**config.mk**
```make
export PLATFORM = sky130hd
export DESIGN_NAME = nonce_search_ctrl
export DESIGN_NICKNAME = d
export VERILOG_FILES = /design/src/rtl/mining_pkg.sv /design/src/rtl/nonce_iter.sv /design/src/rtl/nonce_search_ctrl.sv
export SDC_FILE = /design/constraint.sdc
export NUM_CORES = 1
export LEC_CHECK = 0
export ABC_AREA = 0
export CORE_ASPECT_RATIO = 1.75
export CORE_MARGIN = 2
export CORE_UTILIZATION = 28
export DETAILED_ROUTE_END_ITERATION = 8
export GPL_TIMING_DRIVEN = 0
export REMOVE_ABC_BUFFERS = 1
export SYNTH_ARGS = -nofsm -noshare
export SYNTH_HDL_FRONTEND = slang
export SYNTH_HIERARCHICAL = 1
export SYNTH_SLANG_ARGS = --single-unit
```
**constraint.sdc**
```tcl
create_clock -name clk -period 8.6 [get_ports clk]
set_input_delay 0.86 -clock clk [delete_from_list [all_inputs] [get_ports clk]]
set_output_delay 0.86 -clock clk [all_outputs]
set_load 0.01 [all_outputs]
```
**src/rtl/mining_pkg.sv**
```systemverilog
// Shared types and widths for the nonce search datapath.
// Also holds the hash acceptance rule used by the controller.
package mining_pkg;

  localparam int HDR_W   = 96;
  localparam int NONCE_W = 32;
  localparam int TGT_W   = 8;
  localparam int HASH_W  = 24;

  typedef enum logic [2:0] {
    IDLE,
    ISSUE,
    WAIT,
    CHECK,
    DONE
  } state_e;

  // Both leading hash bytes must be strictly below the target.
  function automatic logic hash_passes(
    input logic [HASH_W-1:0] hash,
    input logic [TGT_W-1:0]  target
  );
    return (hash[HASH_W-1 -: 8] < target) &&
           (hash[HASH_W-9 -: 8] < target);
  endfunction

endpackage

```
**src/rtl/nonce_iter.sv**
```systemverilog
// Current-nonce register with load, wrapping increment
// and end-of-range detection.
module nonce_iter
  import mining_pkg::*;
(
  input  logic               clk,
  input  logic               reset,
  input  logic               load,
  input  logic               inc,
  input  logic [NONCE_W-1:0] first,
  input  logic [NONCE_W-1:0] last,
  output logic [NONCE_W-1:0] nonce,
  output logic               is_last
);

  logic [NONCE_W-1:0] nonce_q, nonce_d;
  logic [NONCE_W-1:0] last_q, last_d;

  always_comb begin
    nonce_d = nonce_q;
    last_d  = last_q;
    if (load) begin
      nonce_d = first;
      last_d  = last;
    end else if (inc) begin
      nonce_d = nonce_q + NONCE_W'(1);
    end
  end

  always_ff @(posedge clk or negedge reset) begin
    if (!reset) begin
      nonce_q <= '0;
      last_q  <= '0;
    end else begin
      nonce_q <= nonce_d;
      last_q  <= last_d;
    end
  end

  assign nonce   = nonce_q;
  assign is_last = (nonce_q == last_q);

endmodule

```
**src/rtl/nonce_search_ctrl.sv**
```systemverilog
// Nonce search sequencer: issues one hash job per nonce and
// stops on the first passing hash, range end or core timeout.
module nonce_search_ctrl
  import mining_pkg::*;
#(
  parameter int TIMEOUT = 64
) (
  input  logic               clk,
  input  logic               reset,
  input  logic               start,
  input  logic               abort,
  input  logic [HDR_W-1:0]   header_in,
  input  logic [NONCE_W-1:0] nonce_first,
  input  logic [NONCE_W-1:0] nonce_last,
  input  logic [TGT_W-1:0]   target,
  output logic               hc_start,
  output logic [HDR_W-1:0]   hc_header,
  output logic [NONCE_W-1:0] hc_nonce,
  input  logic               hc_done,
  input  logic [HASH_W-1:0]  hc_hash,
  output logic               busy,
  output logic               found,
  output logic               exhausted,
  output logic               error,
  output logic [NONCE_W-1:0] nonce_found,
  output logic [HASH_W-1:0]  hash_found,
  output logic [NONCE_W-1:0] attempts
);

  localparam int TW = $clog2(TIMEOUT + 1);

  state_e             state_q, state_d;
  logic [HDR_W-1:0]   hdr_q, hdr_d;
  logic [TGT_W-1:0]   tgt_q, tgt_d;
  logic [HASH_W-1:0]  hash_q, hash_d;
  logic [HASH_W-1:0]  hfnd_q, hfnd_d;
  logic [NONCE_W-1:0] nfnd_q, nfnd_d;
  logic [NONCE_W-1:0] att_q, att_d;
  logic [TW-1:0]      tmo_q, tmo_d;
  logic               fnd_q, fnd_d;
  logic               exh_q, exh_d;
  logic               err_q, err_d;
  logic               load, inc, is_last;
  logic [NONCE_W-1:0] nonce;

  nonce_iter u_iter (
    .clk     (clk),
    .reset   (reset),
    .load    (load),
    .inc     (inc),
    .first   (nonce_first),
    .last    (nonce_last),
    .nonce   (nonce),
    .is_last (is_last)
  );

  always_comb begin
    state_d = state_q;
    hdr_d   = hdr_q;
    tgt_d   = tgt_q;
    hash_d  = hash_q;
    hfnd_d  = hfnd_q;
    nfnd_d  = nfnd_q;
    att_d   = att_q;
    tmo_d   = tmo_q;
    fnd_d   = fnd_q;
    exh_d   = exh_q;
    err_d   = err_q;
    load    = 1'b0;
    inc     = 1'b0;
    if (abort) begin
      state_d = IDLE;
    end else begin
      unique case (state_q)
        IDLE, DONE: begin
          if (start) begin
            load    = 1'b1;
            hdr_d   = header_in;
            tgt_d   = target;
            fnd_d   = 1'b0;
            exh_d   = 1'b0;
            err_d   = 1'b0;
            att_d   = '0;
            state_d = ISSUE;
          end
        end
        ISSUE: begin
          // counts the issue cycle so the wait ends TIMEOUT after hc_start
          tmo_d   = TW'(1);
          state_d = WAIT;
        end
        WAIT: begin
          if (hc_done) begin
            hash_d  = hc_hash;
            state_d = CHECK;
            if (att_q != '1) att_d = att_q + NONCE_W'(1);
          end else if (tmo_q == TW'(TIMEOUT - 1)) begin
            err_d   = 1'b1;
            state_d = DONE;
          end else begin
            tmo_d = tmo_q + TW'(1);
          end
        end
        CHECK: begin
          if (hash_passes(hash_q, tgt_q)) begin
            fnd_d   = 1'b1;
            nfnd_d  = nonce;
            hfnd_d  = hash_q;
            state_d = DONE;
          end else if (is_last) begin
            exh_d   = 1'b1;
            state_d = DONE;
          end else begin
            inc     = 1'b1;
            state_d = ISSUE;
          end
        end
        default: state_d = IDLE;
      endcase
    end
  end

  always_ff @(posedge clk or negedge reset) begin
    if (!reset) begin
      state_q <= IDLE;
      hdr_q   <= '0;
      tgt_q   <= '0;
      hash_q  <= '0;
      hfnd_q  <= '0;
      nfnd_q  <= '0;
      att_q   <= '0;
      tmo_q   <= '0;
      fnd_q   <= 1'b0;
      exh_q   <= 1'b0;
      err_q   <= 1'b0;
    end else begin
      state_q <= state_d;
      hdr_q   <= hdr_d;
      tgt_q   <= tgt_d;
      hash_q  <= hash_d;
      hfnd_q  <= hfnd_d;
      nfnd_q  <= nfnd_d;
      att_q   <= att_d;
      tmo_q   <= tmo_d;
      fnd_q   <= fnd_d;
      exh_q   <= exh_d;
      err_q   <= err_d;
    end
  end

  assign hc_start    = (state_q == ISSUE) && !abort;
  assign hc_header   = hdr_q;
  assign hc_nonce    = nonce;
  assign busy        = !((state_q == IDLE) || (state_q == DONE));
  assign found       = fnd_q;
  assign exhausted   = exh_q;
  assign error       = err_q;
  assign nonce_found = nfnd_q;
  assign hash_found  = hfnd_q;
  assign attempts    = att_q;

endmodule

```
==> results of run 1 <==
-- power breakdown --
group,internal (mW),total [mW],switching (mW)
clock,0.820,1.40,0.578
sequential,1.92,2.39,0.476
combinational,1.24,2.22,0.982
total,3.97,6.01,2.04
-- cell families (layout without fill, tap and decap cells) --
group,after synthesis,after routing
AOI/OAI and AO/OA,130,130
xor gates and xnor gates,51,51
adders and majority gates,17,17
buffers and inverters,87,510
DFF,293,293
muxes,119,119
other,0,3
and+or+nand+nor,572,572
-- metal layers --
metal / routed length, µm / part of all wire [%] / global-route usage [%]
met5: 11 / 0.027 / 0
met4: 1220 / 3.0 / 5.96
met3: 2570 / 6.3 / 3.45
met2: 22000 / 54 / 31.3
met1: 15300 / 37 / 18.3
-- critical path: stages --
cell	delay, ps
clkdlybuf4s50_1	630
inv_1	170
nand4b_1	610
inv_8	640
buf_16	420
clkinv_1	730
nor2_1	330
a31oi_1	60
-- final cells by class --
| class | count | area, µm² | share of cell area, % |
|---|---|---|---|
| flip-flops and latches | 293 | 7330 | 38.3 |
| clock inverters | 16 | 200 | 1.05 |
| well taps | 588 | 736 | 3.85 |
| clock buffers | 39 | 855 | 4.47 |
| diodes | 3 | 7.51 | 0.0392 |
| repair buffers | 430 | 4420 | 23.1 |
| inverters | 25 | 101 | 0.530 |
| multi-input cells | 889 | 5480 | 28.6 |
-- worst min path at each step --
stage | endpoint | cells past startpoint | from
floorplan | tgt_q[0] | 2 | tgt_q[0]
global placement | hc_header[76] | 2 | hc_header[76]
detailed placement | hc_header[64] | 2 | hc_header[64]
CTS | u_iter/nonce[28] | 1 | reset
global route | nonce_found[11] | 1 | reset
finish | u_iter/last_q[13] | 1 | reset
-- flip-flops by register name, summed over array words and instances, names as in the netlist --
register / flops
u_iter/nonce: 32
tmo_q: 7
hash_q: 24
u_iter/last_q: 32
exhausted: 1
found: 1
error: 1
attempts: 32
hash_found: 24
nonce_found: 32
state_q: 3
tgt_q: 8
hc_header: 96
-- placed cells by master, fill, tap and decap left out, types with 4 or more instances in the layout --
| cell type | count |
|---|---|
| dfrtp_1 | 293 |
| or4_1 | 18 |
| bufinv_16 | 4 |
| mux2_2 | 114 |
| and3_1 | 6 |
| o211ai_1 | 4 |
| xnor2_1 | 11 |
| nand4_1 | 24 |
| a31oi_1 | 16 |
| or2_2 | 5 |
| or3_1 | 19 |
| nand3_1 | 23 |
| ha_1 | 17 |
| a21oi_1 | 22 |
| clkdlybuf4s50_1 | 416 |
| buf_8 | 9 |
| clkbuf_16 | 30 |
| nor4_1 | 17 |
| clkinv_2 | 8 |
| buf_16 | 4 |
| clkbuf_8 | 7 |
| o21ai_0 | 47 |
| nand2_1 | 363 |
| o31ai_1 | 12 |
| inv_1 | 23 |
| nor2_1 | 51 |
| and4_1 | 5 |
| xor2_1 | 40 |
| mux2i_1 | 4 |
| nor3_1 | 11 |
| o41ai_1 | 4 |
==> run_results.csv, run 1 <==
group,metric,value,unit
global_routing,grt_antenna_before_repair,4,
logic_synthesis,synth_top_flop_cell,"dfrtp_1",
logic_synthesis,synth.cell_area,0.0132,mm²
timing,final_setup_margin,4480,ps
clock_network,numCtsBuffers,30,
worst_setup_path,reg2reg_setup_slack,4840,ps
logic_synthesis,synth_edf_count,0,
logic_synthesis,compound_cell_area_share_of_the_yosys_netlist,6.48,%
worst_setup_path,timing_worst_setup_path_type,"input pin to register",
logic_synthesis,synth.lib_cells_used.distinct,70,
drt,drt-total-wl,41000,µm
floorplanning,fp.coreArea,0.0466,mm²
logic_synthesis,synthTopCellsByArea,"dfrtp_1 56%, nand2_1 10%, mux2_2 9.8%",
timing,finalWorstPathRequiredPeriod,4120,ps
timing,setup_viol_count_final,0,
logic_synthesis,post_synth_inst_count,1269,
clock_network,cts.sinks,293,
logic_synthesis,muxShareOfSynthArea,10.1,%
logic_synthesis,ys_seq_elements,293,
global_routing,maximum_number_of_pins_on_one_net_before_global_route_repair,129,
timing,setup_tns,0,ps
logic_synthesis,yosys_top_cell_area_share,55.7,%
power_and_ir_drop,vdd_drop_max,0.219,mV
global_routing,total_track_usage,16.7,%
timing,crit_share_post_route,47.9,%
drt,via_total_after_detailed_routing,10800,
run_status,outcome,"finished, final reports clean",
global_routing,global_route_total_overflow,0,
finish,nNetsFinal,1883,
timing,hold-worst-slack,253,ps
clock_network,ctsLongestPathBuffers,3,
clock_network,cts_repair_resize_count,0,
drt,detailedRoute.firstPassIterationCount,5,
timing,worst_slew_pin_slew,1240,ps
place,dpl.cell_count,2225,
floorplanning,rows,105,
drt,wl_per_cell,18.0,µm
worst_setup_path,worstPathRequired,9040,ps
worst_setup_path,ff2ff_path_depth,9,
drt,drtAntennaViolNets,0,
logic_synthesis,synth_simple_gate_area_share,20.0,%
place,placedInstanceArea,0.0181,mm²
logic_synthesis,yosysSeqAreaShare,55.7,%
finish,stdcell_count,2283,
worst_setup_path,worst_r2r_startpoint,"u_iter/nonce[18]",
worst_setup_path,setup.worst_path.end_class,"register",
clock_network,clock_tree.htree_level_count,1,
timing,final-max-slew-violation-count,0,
clock_network,cts.clk_slew.worst_paths,60,ps
finish,finalInstanceArea,0.0191,mm²
finish,area.growth.synth_to_final,45.4,%
logic_synthesis,yosysTopAreaCell,"dfrtp_1",
place,hpwlAfterDp,30300,µm
finish,fin_util,41.0,%
logic_synthesis,yosys.area_share.xor_xnor,3.39,%
worst_setup_path,critical_path.max_fanout,128,
clock_network,worstSkewPairLatency,600,ps
clock_network,number_of_buffers_added_for_setup_after_cts,0,
logic_synthesis,synth-adder-area-share,1.62,%
logic_synthesis,count_leader_synth,"nand2_1",
timing,setup_repair_after_global_routing_missed_its_margin,"false",
global_routing,first_global_vias,11300,
timing,fin_skew,31.4,ps
floorplanning,die_h,291,µm
power_and_ir_drop,power.density,314,mW/mm²
worst_setup_path,setup.worst_path.start_class,"input pin",
drt,routed_via_density,4.75,
min_path,min_path_type,"input pin to async pin",
logic_synthesis,post_synth.cell_area_avg,10.4,µm²
finish,final_layout_size_suffix_gt1_share,12.2,%
clock_network,cts_hold_buffers,0,
worst_setup_path,crit_arrival,4560,ps
clock_network,clock-root-buffer,"clkbuf_16",
global_routing,grt_first_pass_wirelength,64900,µm
floorplanning,die_w,168,µm
clock_network,cts_tree,"built",
worst_setup_path,capture_point_of_the_worst_path,"u_iter/nonce[17]",
logic_synthesis,synth_top_family_by_area,"simple AND/OR/NAND/NOR gates",
floorplanning,start_util,28.2,%
drt,drc,0,
drt,dr.first_iter.drc_count,511,
timing,max_freq,243,MHz
floorplanning,overall_die_area,0.0488,mm²
logic_synthesis,asyncSetResetFlopFracSynth,100,%
place,gpl.final_weighted_congestion,0.831,
place,numPortBuffers,417,
timing,max-slew-margin-rel,16.8,%
floorplanning,floorplan.io_pins,418,
power_and_ir_drop,leakage,8.36,nW
place,detailedPlace.worstSlack,3680,ps
worst_setup_path,setup.worst_path.start,"abort",
logic_synthesis,yosys_warning_count,6,
timing,final_hold_viol_count,0,
power_and_ir_drop,totalPowerFinal,6.01,mW
finish,fillCellCount,4521,
worst_setup_path,rr_endpoint,"u_iter/nonce[25]",
job,timing.max_cap.violations,0,
logic_synthesis,netlist_top_cells_count,"363 x nand2_1, 293 x dfrtp_1, 114 x mux2_2",
(Power assumes the default switching activity.)
==> run 2, diff against run 1 <==
Clock period 8.6 ns to 4.3 ns, I/O delays scaled along.
==> run 2 against run 1 <==
  * Critical path depth increased by 1
  * First-iteration DRC count increased by 2.7%
  * Largest cell class unchanged
  * Utilization about the same
  * Die area unchanged
  * Sequential cell count unchanged
  * Setup slack got worse by 3900 ps
  * Sequential share of layout area about the same
  * Cell count about the same
  * Critical path type is now register to register
  * Final area about the same
  * Worst hold slack improved by 110 ps
  * Count of clock-buffer cells in the layout unchanged
  * Largest power group unchanged
  * Total power increased by 100%
==> run_results.csv, run 2 (synthesis results as in run 1) <==
group,metric,value,unit
run_status,outcome,"finished, final reports clean",
power_and_ir_drop,power.clock.fraction,23.2,%
place,gpl.final_weighted_congestion,0.831,
global_routing,global_route_total_overflow,0,
worst_setup_path,timing.critical_path.buf_inv,0,
finish,finalInstanceArea,0.0191,mm²
power_and_ir_drop,leakage,8.36,nW
worst_setup_path,setup.worst_path.start_class,"register",
worst_setup_path,reg2reg_setup_slack,530,ps
global_routing,total_track_usage,16.7,%
floorplanning,die_h,291,µm
drt,via_total_after_detailed_routing,10900,
power_and_ir_drop,power_report.internal_total,7.95,mW
timing,setup_viol_count_final,0,
timing,finalWorstPathRequiredPeriod,3770,ps
timing,max-slew-margin-rel,17.0,%
worst_setup_path,timing.critical_path.cells,"xor2_1 -> nor4_1 -> nand4_1 -> nor2_1 -> and3b_1 -> nand4_2 -> or4_1 -> or4_1 -> a31oi_1",
drt,dr.first_iter.drc_count,525,
timing,final-max-slew-violation-count,0,
global_routing,maximum_number_of_pins_on_one_net_before_global_route_repair,129,
finish,multi_input_comb_area,0.00548,mm²
floorplanning,die_w,168,µm
drt,drtAntennaViolNets,0,
floorplanning,floorplan.io_pins,418,
finish,nNetsFinal,1884,
clock_network,clock_tree.htree_level_count,1,
finish,mostFrequentLayoutCells,"416 x clkdlybuf4s50_1, 363 x nand2_1, 293 x dfrtp_1",
place,numPortBuffers,417,
timing,worst_slew_pin_slew,1240,ps
worst_setup_path,critical_path.max_fanout,10,
drt,wl_per_cell,18.0,µm
place,hpwlAfterDp,30300,µm
floorplanning,fp.coreArea,0.0466,mm²
job,timing.max_cap.violations,0,
power_and_ir_drop,power.combinational.fraction,36.9,%
drt,detailedRoute.firstPassIterationCount,5,
place,detailedPlace.worstSlack,-189,ps
clock_network,numCtsBuffers,30,
global_routing,grt_first_pass_wirelength,64900,µm
power_and_ir_drop,vdd_drop_max,0.439,mV
floorplanning,overall_die_area,0.0488,mm²
finish,largest_reg_flops,96,
finish,stdcell_count,2284,
timing,setup_repair_after_global_routing_missed_its_margin,"false",
floorplanning,rows,105,
drt,drc,0,
drt,drt-total-wl,41100,µm
finish,final_common_cell,"clkdlybuf4s50_1",
timing,max_freq,265,MHz
clock_network,cts.sinks,293,
power_and_ir_drop,power.density,628,mW/mm²
min_path,min_path_type,"input pin to register",
finish,area.growth.synth_to_final,45.5,%
clock_network,ctsLongestPathBuffers,3,
finish,final_layout_size_suffix_gt1_share,12.2,%
power_and_ir_drop,sw_frac_of_total,33.9,%
timing,crit_share_post_route,87.6,%
worst_setup_path,worstPathRequired,4790,ps
worst_setup_path,timing.critical_path.slowest_cell_delay,700,ps
worst_setup_path,crit_family,"simple AND/OR/NAND/NOR gates",
timing,final_hold_viol_count,0,
clock_network,clock-root-buffer,"clkbuf_16",
clock_network,cts.clk_slew.worst_paths,80,ps
clock_network,cts_tree,"built",
clock_network,number_of_buffers_added_for_setup_after_cts,0,
place,placedInstanceArea,0.0181,mm²
worst_setup_path,slowest_stage,"or4_1",
worst_setup_path,timing_worst_setup_path_type,"register to register",
drt,routed_via_density,4.75,
finish,fillCellCount,4521,
power_and_ir_drop,p_switching,4.08,mW
floorplanning,start_util,28.2,%
worst_setup_path,crit_arrival,4260,ps
timing,fin_skew,30.9,ps
power_and_ir_drop,p_seq_share,39.8,%
worst_setup_path,setup.worst_path.end_class,"register",
worst_setup_path,critical_path.most_common_cell,"or4_1",
clock_network,worstSkewPairLatency,600,ps
global_routing,first_global_vias,11300,
place,dpl.cell_count,2225,
finish,area.sequential,0.00733,mm²
global_routing,grt_antenna_before_repair,4,
timing,final_setup_margin,533,ps
## run 2: cell types whose count changed in the layout (fill, tap and decap cells not counted)
cell,previous run,this run
dlygate4sd3_1,0,1
## run 2: final timing paths
| kind | startpoint | to | cells after the start |
|---|---|---|---|
| setup / recovery | u_iter/nonce[18] | u_iter/nonce[23] | 9 |
| max in group asynchronous | reset | tgt_q[5] | 3 |
| setup reg to reg | u_iter/nonce[18] | u_iter/nonce[23] | 9 |
| hold / removal | header_in[66] | hc_header[66] | 3 |
| hold reg to reg | hc_header[64] | hc_header[64] | 2 |
| min in group asynchronous | reset | hc_header[34] | 2 |
## run 2: worst reg2reg max path, stage by stage, from the launching register on
cell and delay, ps:
dfrtp_1 510, xor2_1 290, nor4_1 100, nand4_1 170, nor2_1 160, and3b_1 610
nand4_2 390, or4_1 700, or4_1 550, a31oi_1 170
## run 2: final cells by class
type	count	area share, %
Clock buffer	39	4.46
Sequential cell	293	38.3
Tap cell	588	3.84
Antenna cell	3	0.0392
Clock inverter	16	1.05
Inverter	25	0.529
Multi-Input combinational cell	889	28.6
Timing Repair Buffer	431	23.1
## run 2: through the flow
stage / power [mW] / hold slack, ps / utilization, % / setup TNS, ps
after floorplan: 6.70 / 134 / - / -663010
final: 12.0 / 362 / 41.0 / 0
after CTS: 12.2 / 334 / 41.0 / 0
after detailed placement: 9.33 / 461 / 38.7 / -1800
after global placement: 9.22 / 458 / 38.2 / -4970800
after global routing: 12.8 / 344 / 41.0 / 0
## run 2: power groups by stage
| stage | logic (mW) | clock network, mW | registers [mW] |
|---|---|---|---|
| final | 4.44 | 2.79 | 4.79 |
| after global routing | 4.86 | 3.00 | 4.97 |
| after CTS | 4.51 | 2.89 | 4.80 |
| after detailed placement | 4.48 | 0 | 4.85 |
| after global placement | 4.41 | 0 | 4.81 |
| after floorplan | 1.75 | 0 | 4.95 |
## run 2: routing by layer
metal  track usage [%]  vias up  share of wire (%)
li1                  -     5169                  -
met2              31.3      350                 53
met1              18.3     5277                 37
met4              5.96        2                3.0
met3              3.45       62                6.3
met5                 0        -              0.027
## run 2: repair_timing
| item | CTS | global route |
|---|---|---|
| hold endpoints to repair | 81 | 0 |
| gates resized for setup | 0 | 0 |
| hold buffers | 1 | 0 |
==> run 3, diff against run 2 <==
Settings changed: TNS_END_PERCENT set to 1.
==> results of run 3 <==
The final DEF is identical to that of run 2; final timing and power are the same.
